===== src/rtl/cpu_types_pkg.sv =====
// Machine-wide scalar types shared by the CPU blocks.
package cpu_types_pkg;
  typedef logic [31:0] word_t;
endpackage


===== src/rtl/pipe_types_pkg.sv =====
// Pipeline control types: controller FSM states and halt drain depth.
package pipe_types_pkg;
  typedef enum logic [1:0] {
    RUN    = 2'd0,
    DRAIN  = 2'd1,
    HALTED = 2'd2
  } ctrl_state_t;

  localparam int DRAIN_CYCLES = 3;
  localparam int DRAIN_W      = 2;
endpackage


===== src/rtl/sat_counter.sv =====
// Up-counter that sticks at all-ones instead of wrapping; async active-low clear.
module sat_counter #(
  parameter int W = 32
) (
  input  logic         clk_i,
  input  logic         clr_ni,
  input  logic         inc_i,
  output logic [W-1:0] cnt_o
);
  logic [W-1:0] cnt_q, cnt_d;

  always_comb begin
    cnt_d = cnt_q;
    if (inc_i && (cnt_q != '1)) cnt_d = cnt_q + W'(1);
  end

  always_ff @(posedge clk_i or negedge clr_ni) begin
    if (!clr_ni) cnt_q <= '0;
    else         cnt_q <= cnt_d;
  end

  assign cnt_o = cnt_q;
endmodule


===== src/rtl/pipe_ctrl_unit.sv =====
// 5-stage pipeline controller: latch enables/flushes, stage valid tracking,
// halt drain sequencing and a fetch-stall cycle counter.
module pipe_ctrl_unit
  import cpu_types_pkg::*;
  import pipe_types_pkg::*;
(
  input  logic       CLK,
  input  logic       nRST,
  input  logic       ihit,
  input  logic       dhit,
  input  logic       exmem_memop,
  input  logic       ifid_stall,
  input  logic       idex_stall,
  input  logic       exmem_stall,
  input  logic       flushed,
  input  logic       halt_id,
  output logic       pc_en,
  output logic       ifid_en,
  output logic       idex_en,
  output logic       exmem_en,
  output logic       memwb_en,
  output logic       ifid_flush,
  output logic       idex_flush,
  output logic [3:0] stage_valid,
  output logic       halt,
  output word_t      stall_cnt
);
  ctrl_state_t        state_q;
  logic [3:0]         vld_q, vld_d;
  logic [DRAIN_W-1:0] drain_q;
  logic               halt_q;
  logic               freeze, act, in_run;
  logic               hold_ex, hold_id, hold_if;
  logic               start_drain;

  // A data miss on a memory op in EX/MEM stalls the whole pipe in place.
  assign freeze  = vld_q[2] & exmem_memop & ~dhit;
  assign act     = (state_q != HALTED) & ~freeze;
  assign in_run  = (state_q == RUN);

  assign hold_ex = exmem_stall;
  assign hold_id = idex_stall | hold_ex;
  assign hold_if = ifid_stall | hold_id;

  assign memwb_en   = act;
  assign exmem_en   = act & ~hold_ex;
  assign idex_en    = act & (flushed | ~hold_id);
  assign ifid_en    = act & (flushed | ~hold_if);
  assign ifid_flush = act & flushed;
  assign idex_flush = act & flushed;
  assign pc_en      = ihit & ifid_en & in_run;

  assign start_drain = in_run & halt_id & vld_q[0] & idex_en & ~flushed;

  // A stage fed by a held upstream latch receives a bubble.
  always_comb begin
    vld_d = vld_q;
    if (act) begin
      vld_d[3] = exmem_en & vld_q[2];
      if (exmem_en) vld_d[2] = idex_en & vld_q[1];
      if (flushed) begin
        vld_d[1:0] = 2'b00;
      end else begin
        if (idex_en) vld_d[1] = ifid_en & vld_q[0];
        if (ifid_en) vld_d[0] = ihit & in_run;
      end
    end
  end

  always_ff @(posedge CLK or negedge nRST) begin
    if (!nRST) begin
      state_q <= RUN;
      vld_q   <= '0;
      drain_q <= '0;
      halt_q  <= 1'b0;
    end else begin
      vld_q <= vld_d;
      case (state_q)
        RUN: begin
          if (start_drain) begin
            state_q <= DRAIN;
            drain_q <= DRAIN_W'(DRAIN_CYCLES);
          end
        end
        DRAIN: begin
          // Count only cycles in which the back end actually advances.
          if (exmem_en) begin
            if (drain_q == '0) begin
              state_q <= HALTED;
              halt_q  <= 1'b1;
            end else begin
              drain_q <= drain_q - DRAIN_W'(1);
            end
          end
        end
        HALTED: ;
        default: state_q <= RUN;
      endcase
    end
  end

  sat_counter #(.W($bits(word_t))) u_stall_cnt (
    .clk_i  (CLK),
    .clr_ni (nRST),
    .inc_i  (in_run & ~pc_en),
    .cnt_o  (stall_cnt)
  );

  assign stage_valid = vld_q;
  assign halt        = halt_q;
endmodule


===== config.mk =====
export PLATFORM = sky130hd
export DESIGN_NAME = pipe_ctrl_unit
export DESIGN_NICKNAME = d
export VERILOG_FILES = /design/src/rtl/cpu_types_pkg.sv /design/src/rtl/pipe_types_pkg.sv /design/src/rtl/sat_counter.sv /design/src/rtl/pipe_ctrl_unit.sv
export SDC_FILE = /design/constraint.sdc
export NUM_CORES = 1
export LEC_CHECK = 0
export ABC_AREA = 1
export BUFFER_PORTS_ARGS = -buffer_cell sky130_fd_sc_hd__buf_2
export CAP_MARGIN = 25
export CORE_AREA = 2 2 74 76
export DETAILED_ROUTE_END_ITERATION = 6
export DIE_AREA = 0 0 76 78
export PLACE_DENSITY = 0.86
export REMOVE_ABC_BUFFERS = 1
export SYNTH_ARGS = -nofsm -noshare
export SYNTH_HDL_FRONTEND = slang
export SYNTH_SLANG_ARGS = --single-unit

===== constraint.sdc =====
create_clock -name CLK -period 1.8 [get_ports CLK]
set_input_delay 0.27 -clock CLK [delete_from_list [all_inputs] [get_ports CLK]]
set_output_delay 0.27 -clock CLK [all_outputs]
set_load 0.01 [all_outputs]

After elaboration in Yosys (flattened, before gate mapping):

Cells that the tools add are included.

* bits in registers: 41
* word-level logic and storage cells: 71

* add/subtract/negate cells: 2
* eq/ne operators: 8
* muxes and demuxes: 11
* bitwise logic cells: 30
* reduce and logical (&&, ||, !) cells: 12

Operators with widths (count)
* $add 32x1->32 const B: 1
* $ne 32x32->1 const B: 1
* $and 1x1->1: 18
* $mux 2: 7
* $ne 2x2->1 const B: 4
* $not 1->1: 8
* $reduce_and 4->1: 2
* $pmux 2 s3: 1
* $reduce_and 2->1: 3
* $reduce_bool 2->1: 3
* $logic_not 2->1: 2
* $or 1x1->1: 4
* $pmux 2 s2: 1
* $reduce_and 3->1: 1
* $eq 2x1->1 const B: 1
* $eq 2x2->1 const B: 1
* $mux 1: 2
* $ne 2x1->1 const B: 1
* $sub 2x1->2 const B: 1
* $logic_and 1x1->1: 1

Depth between registers and ports, before layout:

* word-level depth: 10
* depth in mapped cells: 10
* mapped depth without buffers: 10

Modules after synthesis:

Synthesis repeated with hierarchy kept, for this count alone.

* cells, all modules: 406
* area total of the unflattened synthesis: 2728.9 um^2

By module, submodules not included
* sat_counter: instances 1, cells an instance 333, area an instance 2190.9 um^2, sequential area each 800.8 um^2
* pipe_ctrl_unit: instances 1, cells an instance 73, area an instance 538.0 um^2, sequential area each 225.2 um^2

Least setup slack after synthesis:

OpenSTA, ideal clock, no wires.

* path kind: register to register
* start point: reg u_stall_cnt.cnt_q[0], in the netlist u_stall_cnt.cnt_o[0]
* end point: reg u_stall_cnt.cnt_q[29], in the netlist u_stall_cnt.cnt_o[29]
* library setup time: 0.116 ns
* arrival time: 1.540 ns
* required time: 1.684 ns
* setup slack: 0.144 ns
* stages on the path, launching flop included: 10
* buffers on the path: 1
* clock period less this slack: 1.656 ns
* cells stage by stage: dfrtp_1 ha_1 nand3_1 nor2_2 nand2_1 nor2_2 nor2_4 buf_6 nand2_1 nand2_1

* cells in the longest elaborated chain, start to end: 2
* elaborated cells on any way between the ends: 3

Ends and longest elaborated chain
* start, declared: line sat_counter.sv:10 `logic [W-1:0] cnt_q, cnt_d;`
* start signal, assigned: line sat_counter.sv:19 `else cnt_q <= cnt_d;`
* branches (longest 2 deep; another with $add 32x1->32)

Parallel ways; which one is timed is not known.
A chain may end at the register's enable or synchronous reset.

Final worst setup path:

* start point: reg state_q[1]
* end point: out pc_en

* cells in the longest elaborated chain, start to end: 5
* elaborated cells on any way between the ends: 6

Ends and longest elaborated chain
* start, declared: line pipe_ctrl_unit.sv:28 `ctrl_state_t state_q;`
* start signal, assigned: line pipe_ctrl_unit.sv:72 `state_q <= RUN;`
* start signal, assigned: line pipe_ctrl_unit.sv:81 `state_q <= DRAIN;`
* start signal, assigned: line pipe_ctrl_unit.sv:89 `state_q <= HALTED;`
* $ne 2x2->1: line pipe_ctrl_unit.sv:38 `assign act = (state_q != HALTED) & ~freeze;`
* $and 1x1->1: line pipe_ctrl_unit.sv:38
* $and 1x1->1: line pipe_ctrl_unit.sv:48 `assign ifid_en = act & (flushed | ~hold_if);`
* $and 1x1->1: line pipe_ctrl_unit.sv:51 `assign pc_en = ihit & ifid_en & in_run;`
* $and 1x1->1 (*): line pipe_ctrl_unit.sv:51
* end, declared: line pipe_ctrl_unit.sv:17 `output logic pc_en,`

Mark *: on every way between the ends. The rest lies on a longest branch, timed or not.

==> out/results.txt <==
Starting Density: 55.2%
DRT Pass-1 Iters: 5
Area Growth Syn to Fin: 22.1%
Worst Path Arrival: 1.47 ns
Fin. Hold Viols: 0
Internal reg-to-reg setup slack: 0.14 ns
GRT overflow: 0
Worst setup SP type: flip-flop
Dpl cell area: 3210 µm²
DP Wirelength: 5480 µm
CTS tree: done
Max Cap Viol: 0
Final setup vio count: 0
Ys Warns: 0
Clock Skew: 0.00964 ns
Reg2reg end: u_stall_cnt.cnt_o[0]
Std-Cell Core Area: 5040 µm²
Residual DRC: 0
Cts bufs inserted: 5
Sum Neg Setup Slack: 0 ns
Crit-path max FO: 4
First-pass GRT wire length: 12,700 µm
Clock Pin Slew Worst Setup and Hold Paths: 0.08 ns
Vias in the first global route: 2,939
Top-area cell type share of the netlist area: 36.9%
Die area: 5930 µm²
Worst slew margin: 65.7%
Crit path required time: 1.53 ns
Commonest non-fill, non-tap cells in the layout: 222 x nand2_1, 55 x nor2_1, 52 x buf_2
Cells after DPL: 573
WHS Endpoint: stage_valid[0]
Ranking of synthesized cells by area: dfrtp_1 37%, nand2_1 30%, nor2_1 7.7%
Final core occ: 67.3%
Root Buffer: clkbuf_8
Die width: 76 µm
Seq cells post-synth: 41
Synth area leader: dfrtp_1
Post-synthesis cell type count: 22
Maximum number of pins on one net before global-route repair: 33
Leakage power: 1.81 nW
RR Startpoint: u_stall_cnt.cnt_o[1]
RSZ-0062 raised after global routing: true
Nets: 529
Filler cell count in the final layout: 445
Final instance area: 3400 µm²
Syn Inst Count: 436
Die Ht: 78 µm
Most common cell after layout, fill and taps aside: nand2_1
Post-Syn Area: 2780 µm²
Skew-Pair Late Insertion Delay: 0.30 ns
HP Start: flushed
GPL Wtd Cong: 0.891
Final Cycle Share: 96.6%
ANT cells: 0
Gr usage total: 26.5%
Setup WS pre-CTS: -0.0584 ns
Share of cells above drive strength 1: 20.7%
Drt first-iter violations: 243
Final Max Tran Viols: 0
PortBufs: 53
PD cells: 466 nW/µm²
Power Total: 1.58 mW
Routed vias/inst: 5.18
Worst hold margin: 0.286 ns
Outcome: finished, final reports clean
Fin worst setup slack: 0.0618 ns
Hold Crit Depth: 4
DR WL/cell: 13.5 µm
Hold Path Class: in2reg
Min cycle time layout: 1.74 ns
Reg2Reg Depth: 9
Post-Layout Cell Count: 588
FP Rows: 26
CTS sink count: 41
Sequential share of the synthesized area: 36.9%
Drt total wl: 7950 µm
CTS Buffer Depth: 2
Antenna Violating Nets Remaining: 0
Mean post-synth cell area: 6.38 µm²
Initial antenna violation count: 0
Total number of vias: 3,047
Max frequency: 575 MHz
I/O Pins: 54
Tightest Pin Transition: 0.514 ns
H-tree lvl count: 2
CP Capture Type: primary output
CP Class: reg2out
Maximum vdd drop: 0.000320 V
-- where the power goes --
part	switching [mW]	internal, mW	leakage (nW)
combinational	0.0357	0.0188	1.22
sequential	0.00377	0.925	0.554
clock	0.324	0.276	0.0395
total	0.363	1.22	1.81
-- cell usage after synthesis --
master    instances
nor2_2            4
o21ai_0           4
nand2_2           2
o22ai_1           1
nor2_1           57
inv_1            43
dfrtp_1          41
buf_8             3
nand3_4           1
nor2_4            5
nand2_1         223
nand3_1          21
o211ai_1          1
xor2_1           10
buf_6             3
nand4_1           3
nand3_2           1
ha_1              2
xnor2_1           5
buf_4             1
a21oi_1           2
inv_2             3
-- logic make-up (layout without fill, tap and decap cells) --
logic type               after synthesis  count (layout)  synth area share [%]
AND/OR/NAND/NOR                      317             320                  46.6
flip-flops                            41              41                  36.9
buffers and inverters                 53             132                  9.31
adder cells (fa/ha/maj)                2               2                 0.900
XOR/XNOR                              15              15                  4.72
AO/OA/AOI/OAI                          8               8                  1.57
-- routing by layer --
metal / up-vias / routed length (µm) / GRT usage, %
li1: 1481 / - / -
met3: 37 / 670 / 5.70
met4: 0 / 307 / 13.3
met5: - / 0 / 0
met2: 135 / 3910 / 46.7
met1: 1394 / 3060 / 30.5
-- worst max-delay path by stage --
stage | start | to | slack (ns) | depth (start not counted)
after floorplan | u_stall_cnt.cnt_o[0] | u_stall_cnt.cnt_o[17] | 0.14 | 8
after global placement | u_stall_cnt.cnt_o[1] | u_stall_cnt.cnt_o[0] | 0.02 | 8
after detailed placement | u_stall_cnt.cnt_o[1] | u_stall_cnt.cnt_o[9] | -0.06 | 8
after CTS | u_stall_cnt.cnt_o[1] | u_stall_cnt.cnt_o[24] | 0.01 | 8
after global routing | state_q[1] | pc_en | -0.02 | 7
final | state_q[1] | pc_en | 0.06 | 7
-- layout make-up --
type / instances / area (µm²) / share of cell area [%]
multi-input cells: 345 / 1560 / 46.0
flip-flops and latches: 41 / 1030 / 30.3
repair buffers: 78 / 465 / 13.7
inverters: 46 / 173 / 5.08
well taps: 70 / 87.6 / 2.58
clock buffers: 8 / 80.1 / 2.36
-- sequential cells by signal, summed over array words and instances, names as in the netlist --
register	cells
state_q	2
halt	1
stage_valid	4
u_stall_cnt.cnt_o	32
drain_q	2
-- repair_timing --
action	CTS	global route
buffers inserted	1	2
hold endpoints to repair	20	0
pin swaps	1	2
gates resized for setup	1	12
hold buffers	1	0
cloned	1	2
setup endpoints to repair	33	34
-- critical path, stage by stage (launching register included) --
cell,delay [ns]
dfrtp_1,0.43
inv_2,0.11
nor2_2,0.05
nor2_4,0.11
nand3_2,0.09
buf_6,0.15
nor2_4,0.11
buf_6,0.12
(Power assumes the default switching activity.)
